--- src/rtl/alu_pkg.sv ---
// rtl/alu_pkg.sv - Shared op codes, widths and response-entry helpers for the ALU responder.
package alu_pkg;

  localparam int ALU_OP_W = 3;

  localparam logic [ALU_OP_W-1:0] OP_ADD  = 3'd0;
  localparam logic [ALU_OP_W-1:0] OP_SUB  = 3'd1;
  localparam logic [ALU_OP_W-1:0] OP_AND  = 3'd2;
  localparam logic [ALU_OP_W-1:0] OP_OR   = 3'd3;
  localparam logic [ALU_OP_W-1:0] OP_XOR  = 3'd4;
  localparam logic [ALU_OP_W-1:0] OP_NOTA = 3'd5;
  localparam logic [ALU_OP_W-1:0] OP_SHL  = 3'd6;
  localparam logic [ALU_OP_W-1:0] OP_SHR  = 3'd7;

  localparam int DEF_WIDTH = 8;
  localparam int DEF_TAG_W = 4;

  // Entry layout, MSB first: {tag, zero, carry, y}
  typedef struct packed {
    logic [DEF_TAG_W-1:0] tag;
    logic                 zero;
    logic                 carry;
    logic [DEF_WIDTH-1:0] y;
  } alu_rsp_t;

  function automatic int rsp_entry_w(input int width, input int tag_w);
    return width + tag_w + 2;
  endfunction

endpackage

--- src/rtl/alu_req_responder_if.sv ---
// rtl/alu_req_responder_if.sv - Request/response handshake bundle between an initiator and the ALU responder.
interface alu_req_responder_if #(
  parameter int WIDTH = 8,
  parameter int TAG_W = 4
);
  import alu_pkg::*;

  logic                req_valid;
  logic                req_ready;
  logic [ALU_OP_W-1:0] req_op;
  logic [WIDTH-1:0]    req_a;
  logic [WIDTH-1:0]    req_b;
  logic [TAG_W-1:0]    req_tag;

  logic                rsp_valid;
  logic                rsp_ready;
  logic [WIDTH-1:0]    rsp_y;
  logic                rsp_carry;
  logic                rsp_zero;
  logic [TAG_W-1:0]    rsp_tag;

  logic [15:0]         op_count;

  modport master (
    output req_valid, req_op, req_a, req_b, req_tag, rsp_ready,
    input  req_ready, rsp_valid, rsp_y, rsp_carry, rsp_zero, rsp_tag, op_count
  );

  modport slave (
    input  req_valid, req_op, req_a, req_b, req_tag, rsp_ready,
    output req_ready, rsp_valid, rsp_y, rsp_carry, rsp_zero, rsp_tag, op_count
  );

endinterface

--- src/rtl/alu_core.sv ---
// rtl/alu_core.sv - Combinational 8-function ALU with carry/zero; ALU_RESP_SAT_EN makes ADD/SUB saturate.
module alu_core
  import alu_pkg::*;
#(
  parameter int WIDTH = 8
) (
  input  logic [ALU_OP_W-1:0] op_i,
  input  logic [WIDTH-1:0]    a_i,
  input  logic [WIDTH-1:0]    b_i,
  output logic [WIDTH-1:0]    y_o,
  output logic                carry_o,
  output logic                zero_o
);

  logic [WIDTH:0] sum;
  logic [WIDTH:0] diff;

  // Extra MSB carries the carry-out for ADD and the borrow for SUB
  assign sum  = {1'b0, a_i} + {1'b0, b_i};
  assign diff = {1'b0, a_i} - {1'b0, b_i};

  always_comb begin
    y_o     = '0;
    carry_o = 1'b0;
    case (op_i)
      OP_ADD: begin
        y_o     = sum[WIDTH-1:0];
        carry_o = sum[WIDTH];
`ifdef ALU_RESP_SAT_EN
        if (sum[WIDTH]) y_o = '1;
`endif
      end
      OP_SUB: begin
        y_o     = diff[WIDTH-1:0];
        carry_o = diff[WIDTH];
`ifdef ALU_RESP_SAT_EN
        if (diff[WIDTH]) y_o = '0;
`endif
      end
      OP_AND:  y_o = a_i & b_i;
      OP_OR:   y_o = a_i | b_i;
      OP_XOR:  y_o = a_i ^ b_i;
      OP_NOTA: y_o = ~a_i;
      OP_SHL: begin
        y_o     = {a_i[WIDTH-2:0], 1'b0};
        carry_o = a_i[WIDTH-1];
      end
      OP_SHR: begin
        y_o     = {1'b0, a_i[WIDTH-1:1]};
        carry_o = a_i[0];
      end
      default: begin
        y_o     = '0;
        carry_o = 1'b0;
      end
    endcase
  end

  assign zero_o = (y_o == '0);

endmodule

--- src/rtl/alu_req_responder.sv ---
// rtl/alu_req_responder.sv - ALU responder: handshaked request in, in-order DEPTH-entry response FIFO out.
// Optional ADD/SUB saturation is selected by ALU_RESP_SAT_EN inside alu_core.
module alu_req_responder
  import alu_pkg::*;
#(
  parameter int WIDTH = 8,
  parameter int DEPTH = 2,
  parameter int TAG_W = 4
) (
  input logic             clk,
  input logic             rst,
  alu_req_responder_if.slave bus
);

  localparam int PTR_W   = (DEPTH > 1) ? $clog2(DEPTH) : 1;
  localparam int ENTRY_W = rsp_entry_w(WIDTH, TAG_W);
  localparam logic [PTR_W:0] DEPTH_C = (PTR_W + 1)'(DEPTH);

  logic [ENTRY_W-1:0] mem_q [DEPTH];
  logic [PTR_W-1:0]   wr_ptr_q, wr_ptr_d;
  logic [PTR_W-1:0]   rd_ptr_q, rd_ptr_d;
  logic [PTR_W:0]     count_q, count_d;
  logic [15:0]        op_count_q, op_count_d;

  logic [WIDTH-1:0]   alu_y;
  logic               alu_carry;
  logic               alu_zero;
  logic               push;
  logic               pop;
  logic [ENTRY_W-1:0] head;

  alu_core #(
    .WIDTH (WIDTH)
  ) u_core (
    .op_i    (bus.req_op),
    .a_i     (bus.req_a),
    .b_i     (bus.req_b),
    .y_o     (alu_y),
    .carry_o (alu_carry),
    .zero_o  (alu_zero)
  );

  // Ready depends only on the registered count, so a pop never frees a full FIFO in the same cycle
  assign bus.req_ready = (count_q < DEPTH_C);
  assign bus.rsp_valid = (count_q != '0);
  assign push          = bus.req_valid && bus.req_ready;
  assign pop           = bus.rsp_valid && bus.rsp_ready;

  assign head = mem_q[rd_ptr_q];
  assign {bus.rsp_tag, bus.rsp_zero, bus.rsp_carry, bus.rsp_y} = head;
  assign bus.op_count = op_count_q;

  always_comb begin
    wr_ptr_d   = wr_ptr_q;
    rd_ptr_d   = rd_ptr_q;
    count_d    = count_q;
    op_count_d = op_count_q;
    if (push) wr_ptr_d = wr_ptr_q + PTR_W'(1);
    if (pop) begin
      rd_ptr_d   = rd_ptr_q + PTR_W'(1);
      op_count_d = op_count_q + 16'd1;
    end
    case ({push, pop})
      2'b10:   count_d = count_q + (PTR_W + 1)'(1);
      2'b01:   count_d = count_q - (PTR_W + 1)'(1);
      default: count_d = count_q;
    endcase
  end

  // Storage is cleared on reset so the head reads as zero until the first push
  always_ff @(posedge clk) begin
    if (rst) begin
      wr_ptr_q   <= '0;
      rd_ptr_q   <= '0;
      count_q    <= '0;
      op_count_q <= '0;
      for (int i = 0; i < DEPTH; i++) mem_q[i] <= '0;
    end else begin
      wr_ptr_q   <= wr_ptr_d;
      rd_ptr_q   <= rd_ptr_d;
      count_q    <= count_d;
      op_count_q <= op_count_d;
      if (push) mem_q[wr_ptr_q] <= {bus.req_tag, alu_zero, alu_carry, alu_y};
    end
  end

endmodule

--- src/flat_wrapper.sv ---
// flat-port wrapper written by rule: the top's interface ports become plain ports
module alu_req_responder_flat import alu_pkg::*;
#(
  parameter int WIDTH = 8,
  parameter int DEPTH = 2,
  parameter int TAG_W = 4
)
  (clk, rst, bus_req_valid, bus_req_op, bus_req_a, bus_req_b, bus_req_tag, bus_rsp_ready, bus_req_ready, bus_rsp_valid, bus_rsp_y, bus_rsp_carry, bus_rsp_zero, bus_rsp_tag, bus_op_count);
  alu_req_responder_if #(.WIDTH(WIDTH), .TAG_W(TAG_W)) bus_i ();
  input logic clk;
  input logic rst;
  input wire logic [$bits(bus_i.req_valid)-1:0] bus_req_valid;
  input wire logic [$bits(bus_i.req_op)-1:0] bus_req_op;
  input wire logic [$bits(bus_i.req_a)-1:0] bus_req_a;
  input wire logic [$bits(bus_i.req_b)-1:0] bus_req_b;
  input wire logic [$bits(bus_i.req_tag)-1:0] bus_req_tag;
  input wire logic [$bits(bus_i.rsp_ready)-1:0] bus_rsp_ready;
  output wire logic [$bits(bus_i.req_ready)-1:0] bus_req_ready;
  output wire logic [$bits(bus_i.rsp_valid)-1:0] bus_rsp_valid;
  output wire logic [$bits(bus_i.rsp_y)-1:0] bus_rsp_y;
  output wire logic [$bits(bus_i.rsp_carry)-1:0] bus_rsp_carry;
  output wire logic [$bits(bus_i.rsp_zero)-1:0] bus_rsp_zero;
  output wire logic [$bits(bus_i.rsp_tag)-1:0] bus_rsp_tag;
  output wire logic [$bits(bus_i.op_count)-1:0] bus_op_count;
  assign bus_i.req_valid = bus_req_valid;
  assign bus_i.req_op = bus_req_op;
  assign bus_i.req_a = bus_req_a;
  assign bus_i.req_b = bus_req_b;
  assign bus_i.req_tag = bus_req_tag;
  assign bus_i.rsp_ready = bus_rsp_ready;
  assign bus_req_ready = bus_i.req_ready;
  assign bus_rsp_valid = bus_i.rsp_valid;
  assign bus_rsp_y = bus_i.rsp_y;
  assign bus_rsp_carry = bus_i.rsp_carry;
  assign bus_rsp_zero = bus_i.rsp_zero;
  assign bus_rsp_tag = bus_i.rsp_tag;
  assign bus_op_count = bus_i.op_count;
  alu_req_responder #(.WIDTH(WIDTH), .DEPTH(DEPTH), .TAG_W(TAG_W)) u_core (.clk(clk), .rst(rst), .bus(bus_i));
endmodule
--- config.mk ---
export PLATFORM = sky130hd
export DESIGN_NAME = alu_req_responder_flat
export DESIGN_NICKNAME = d
export VERILOG_FILES = /design/src/rtl/alu_pkg.sv /design/src/rtl/alu_req_responder_if.sv /design/src/rtl/alu_core.sv /design/src/rtl/alu_req_responder.sv /design/src/flat_wrapper.sv
export SDC_FILE = /design/constraint.sdc
export NUM_CORES = 1
export LEC_CHECK = 0
export ABC_AREA = 1
export CAP_MARGIN = 20
export CORE_ASPECT_RATIO = 2
export CORE_MARGIN = 2
export CORE_UTILIZATION = 60
export DETAILED_ROUTE_END_ITERATION = 8
export DONT_BUFFER_PORTS = 1
export PLACE_DENSITY_LB_ADDON = 0.1
export SLEW_MARGIN = 30
export SYNTH_ARGS = -nofsm -noshare
export SYNTH_HDL_FRONTEND = slang
export SYNTH_SLANG_ARGS = --single-unit
--- constraint.sdc ---
create_clock -name clk -period 3.6 [get_ports clk]
set_input_delay 0.36 -clock clk [delete_from_list [all_inputs] [get_ports clk]]
set_output_delay 0.36 -clock clk [all_outputs]
set_load 0.02 [all_outputs]
# After elaboration in Yosys (flattened, before gate mapping)
# Memory sizes are Yosys's and may differ from the RTL's. A register that Yosys moved wholly into a read port is not among the register bits.
# Index checks and enable logic that the tools add are counted.
word_totals:
  reg_bits: 20
  ramBits: 28
  inputBits: 27
  word_cells: 46
  n_memories: 1
op_classes:
  n_addsub: 7
  magnitude_cmp: 1
  n_eq_ne: 9
  n_mux: 13
  bitwise: 4
  reduce_logical: 7
mem_list:
  columns: ["name", "depth", "word_bits", "read_ports", "rd_ports_with_merged_regs", "write_ports", "line", "text"]
  rows:
  - ["u_core.mem_q", 2, 14, 1, 1, 2, "alu_req_responder.sv:19", "logic [ENTRY_W-1:0] mem_q [DEPTH];"]
ops:
  columns: ["cell", "n"]
  rows:
  - ["case mux 8 bit (8 select lines)", 1]
  - ["adder 16 x 1 -> 16 bit (second input constant)", 1]
  - ["two-way mux 14 bit", 1]
  - ["OR reduction 14 bit", 1]
  - ["== test 3 bit (second input constant)", 4]
  - ["adder 8 x 8 -> 9 bit", 1]
  - ["two-way mux 1 bit", 9]
  - ["subtractor 8 x 8 -> 9 bit", 1]
  - ["AND 8 bit", 1]
  - ["logical NOT 8 bit", 1]
  - ["NOT 8 bit", 1]
  - ["OR 8 bit", 1]
  - ["XOR 8 bit", 1]
  - ["== test 3 x 2 -> 1 bit (second input constant)", 2]
  - ["case mux 1 bit (4 select lines)", 1]
  - ["case mux 2 bit (2 select lines)", 1]
  - ["nonzero test 2 bit", 2]
  - ["== test 3 x 1 -> 1 bit (second input constant)", 1]
  - ["logical NOT 3 bit", 1]
  - ["adder 1 bit (second input constant)", 2]
  - ["adder 2 x 1 -> 2 bit (second input constant)", 1]
  - ["== test 2 x 1 -> 1 bit (second input constant)", 1]
  - ["== test 2 bit (second input constant)", 1]
  - ["logical AND 1 bit", 2]
  - ["2 further kinds", 2]

# Logic depth before layout (Yosys ltp)
depth:
  ltp_word: 7
  mapped_depth: 14

# Modules after synthesis
# Synthesis repeated with hierarchy kept, for this count alone.
hier_totals:
  cells_unflattened: 482
  area_unflattened_um2: 3538.4
modules_own_cells:
  columns: ["module", "instances", "cells_each", "area_each_um2", "seq_area_each_um2"]
  rows:
  - ["alu_req_responder", 1, 236, 2218.4, 1261.2]
  - ["alu_core", 1, 246, 1320.0, 0.0]

# Worst setup path before layout
# No wires, ideal clock.
synth_timing:
  path_kind: "register -> register"
  start: "register u_core.count_q[1]"
  end: "memory u_core.mem_q[0][0] in the netlist's numbering (enable)"
  setup_ps: 361
  t_arrival_ps: 1589
  t_required_ps: 3239
  setup_slack_ps: 1650
  path_stages_with_launch: 7
  path_cell_list: "dfxtp_1 > inv_1 > nand2_1 > nor3_1 > inv_1 > clkbuf_1 > nand2_1"
synth_rtl:
  columns: ["element", "line", "text"]
  rows:
  - ["start, declared", "alu_req_responder.sv:22", "logic [PTR_W:0] count_q, count_d;"]
  - ["start signal, assigned", "alu_req_responder.sv:81", "count_q <= count_d;"]
  - ["end, declared", "alu_req_responder.sv:19", null]

==> run metrics <==
worst hold slack 0.1313 ns; P_leak 1.799 nW; via count 3197; Yosys reg bits 49; placed cell count 547; Starting Density 62.11%; crit-path max cell delay 0.54 ns; WP data arrival 2.41 ns; Worst VDD drop 0.6089 mV; Setup CP Type flop to flop; largest net degree at the start of global routing 21; Max clock buf depth 2; Worst Max-Slew Pin Slew 0.6205 ns; CP max-delay cell nand2_1; # fillers 536; Main synth FF type edfxtp_1; number of DRC markers in iteration 0 167; synth-to-layout area growth 4.552%; Mapped Cells 497; Core Box Area 5709 um^2; Inserted Clock Buffers 5; worst hold path class input pin to flop; Slew Viols, Final 0; Final Non-Filler Cells 555; Avg Vias per Cell 5.760; layout cell share with drive strength beyond 1 5.061%; Ys Warns 0; crit path cell chain inv_1, nand2_1, nor3_1, inv_1, nand2_1; hold_buf cts 0; Seq. cell area 1261 um^2; Setup TNS 0 ns; antenna violations before repair 0; Root Driver clkbuf_16; H-tree levels 2; Worst-Skew Late Latency 0.29 ns; endpoint class of the critical path flop; Syn Area/Cell 7.135 um^2; CP top delay family simple AND/OR/NAND/NOR gates; Avg WL per Cell 15.86 um; final WL 8800 um; RePlAce Congestion 0.9882; Post-CTS Repair Setup Buffers 0; most common cell in the netlist nand2_1; CP max FO 14; period utilization 69.09%; fraction of registers with async set/reset 0%; PD cells 421.8 nW/um^2; DR pass1 iterations 4; CTS tree yes; crit start category flop; outcome finished clean; Remaining Overflow, GRT 0; number of remaining DRC errors 0; I/O Buffers 0; I/O pin total 59; final hold vios 0; Total GRT Usage 28.36%; critical path buffer and inverter count 2; Post-synth EDFFs 28; Syn Nets 552; RSZ-0062 raised after global routing no; top cell type by total area after synthesis edfxtp_1; Yosys top cell area share 23.71%; fmax 0.4020 GHz; Synth top cells by count 100 x nand2_1, 87 x inv_1, 75 x nor2_1; clock-pin slew on the worst setup and hold paths 0.06 ns; antenna-violating nets left 0; register area share after synthesis 35.57%; Die Area 6578 um^2; Slew headroom 58.57%; Post-Route Skew 0.003189 ns; Die Width 58.36 um; Post-Syn Area 3546 um^2; final setup fails 0; die height 112.7 um; Tmin final 2.487 ns; row cnt 39; final layout net count 548; vias in the first global route 3150; CTS sink cnt 49; top cells by area, synth edfxtp_1 24%, dfxtp_1 12%, nand2_1 11%; post-route total power 0.001564 W; Max Cap Viol 0; post-cts sizing count 0; hpwl dp 7011 um; area of the multi-input gates 1902 um^2; antenna cells 0; Yosys cell types 26; Req. time, crit path 3.53 ns; global-route wire length before repair 14120 um
-- path summary, 6_finish.rpt --
check               startpoint                       to  slack (ns)  cells after the start
max          u_core.count_q[1]       u_core.mem_q[0][8]        1.11                      5
min                        rst  u_core.bus.op_count[13]        0.13                      1
max reg2reg  u_core.count_q[1]       u_core.mem_q[0][8]        1.11                      5
min reg2reg    u_core.rd_ptr_q          u_core.rd_ptr_q        0.45                      1
-- power breakdown --
| group | switching, W | leakage (nW) | internal [W] |
|---|---|---|---|
| registers | 0.0000481 | 0.463 | 0.000652 |
| logic | 0.000285 | 1.27 | 0.000133 |
| clock network | 0.000189 | 0.0679 | 0.000257 |
-- layout by cell type, fill, tap and decap left out, drive strengths merged --
cell	netlist	final
a21oi	27	27
and3	1	1
clkbuf	6	7
clkinv	0	1
dfxtp	21	21
edfxtp	28	28
fa	2	2
ha	26	26
inv	88	88
mux2	14	14
nand2	100	100
nand3	46	46
nand4	10	10
nor2	75	75
nor3	11	11
o211ai	2	2
o21a	2	2
o21ai	23	23
o22ai	5	5
or2	1	1
xnor2	2	2
xor2	2	2
-- registers in the layout, summed over array words and instances (netlist names), named ones only --
| register | count |
|---|---|
| u_core.mem_q | 28 |
| u_core.count_q | 2 |
| u_core.bus.op_count | 16 |
| u_core.wr_ptr_q | 1 |
| u_core.rd_ptr_q | 1 |
-- metal layers --
metal	up-vias	wire length, um	GRT usage [%]
li1	1593	-	-
met1	1464	2953	25.22
met2	99	4891	53.48
met3	41	337	4.343
met4	0	617	20.78
met5	-	0	0
-- cell families after synthesis --
family | count (synthesis) | synth area share, %
and+or+nand+nor | 244 | 29.11
muxes | 14 | 4.446
buffers and inverters | 99 | 10.80
adders and majority gates | 28 | 10.30
AOI/OAI and AO/OA | 59 | 8.786
xor gates and xnor gates | 4 | 0.9882
DFF | 49 | 35.57
-- cell type report --
| class | count | area share, % |
|---|---|---|
| well taps | 61 | 2.059 |
| clock buffers | 7 | 3.577 |
| clock inverters | 1 | 0.1350 |
| inverters | 88 | 8.910 |
| multi-input cells | 349 | 51.30 |
| flip-flops and latches | 49 | 34.02 |
-- per-stage QoR --
step | area (um^2) | setup WS [ns] | util [%]
2_1_floorplan | 3546 | 1.650 | -
4_1_cts | 3707 | 1.057 | 64.94
5_1_grt | 3707 | 0.9185 | 64.94
3_3_place_gp | 3570 | 1.093 | 62.52
3_5_place_dp | 3570 | 1.087 | 62.52
6_report | 3707 | 1.113 | 64.94
Power figures use the tool's default switching activity.
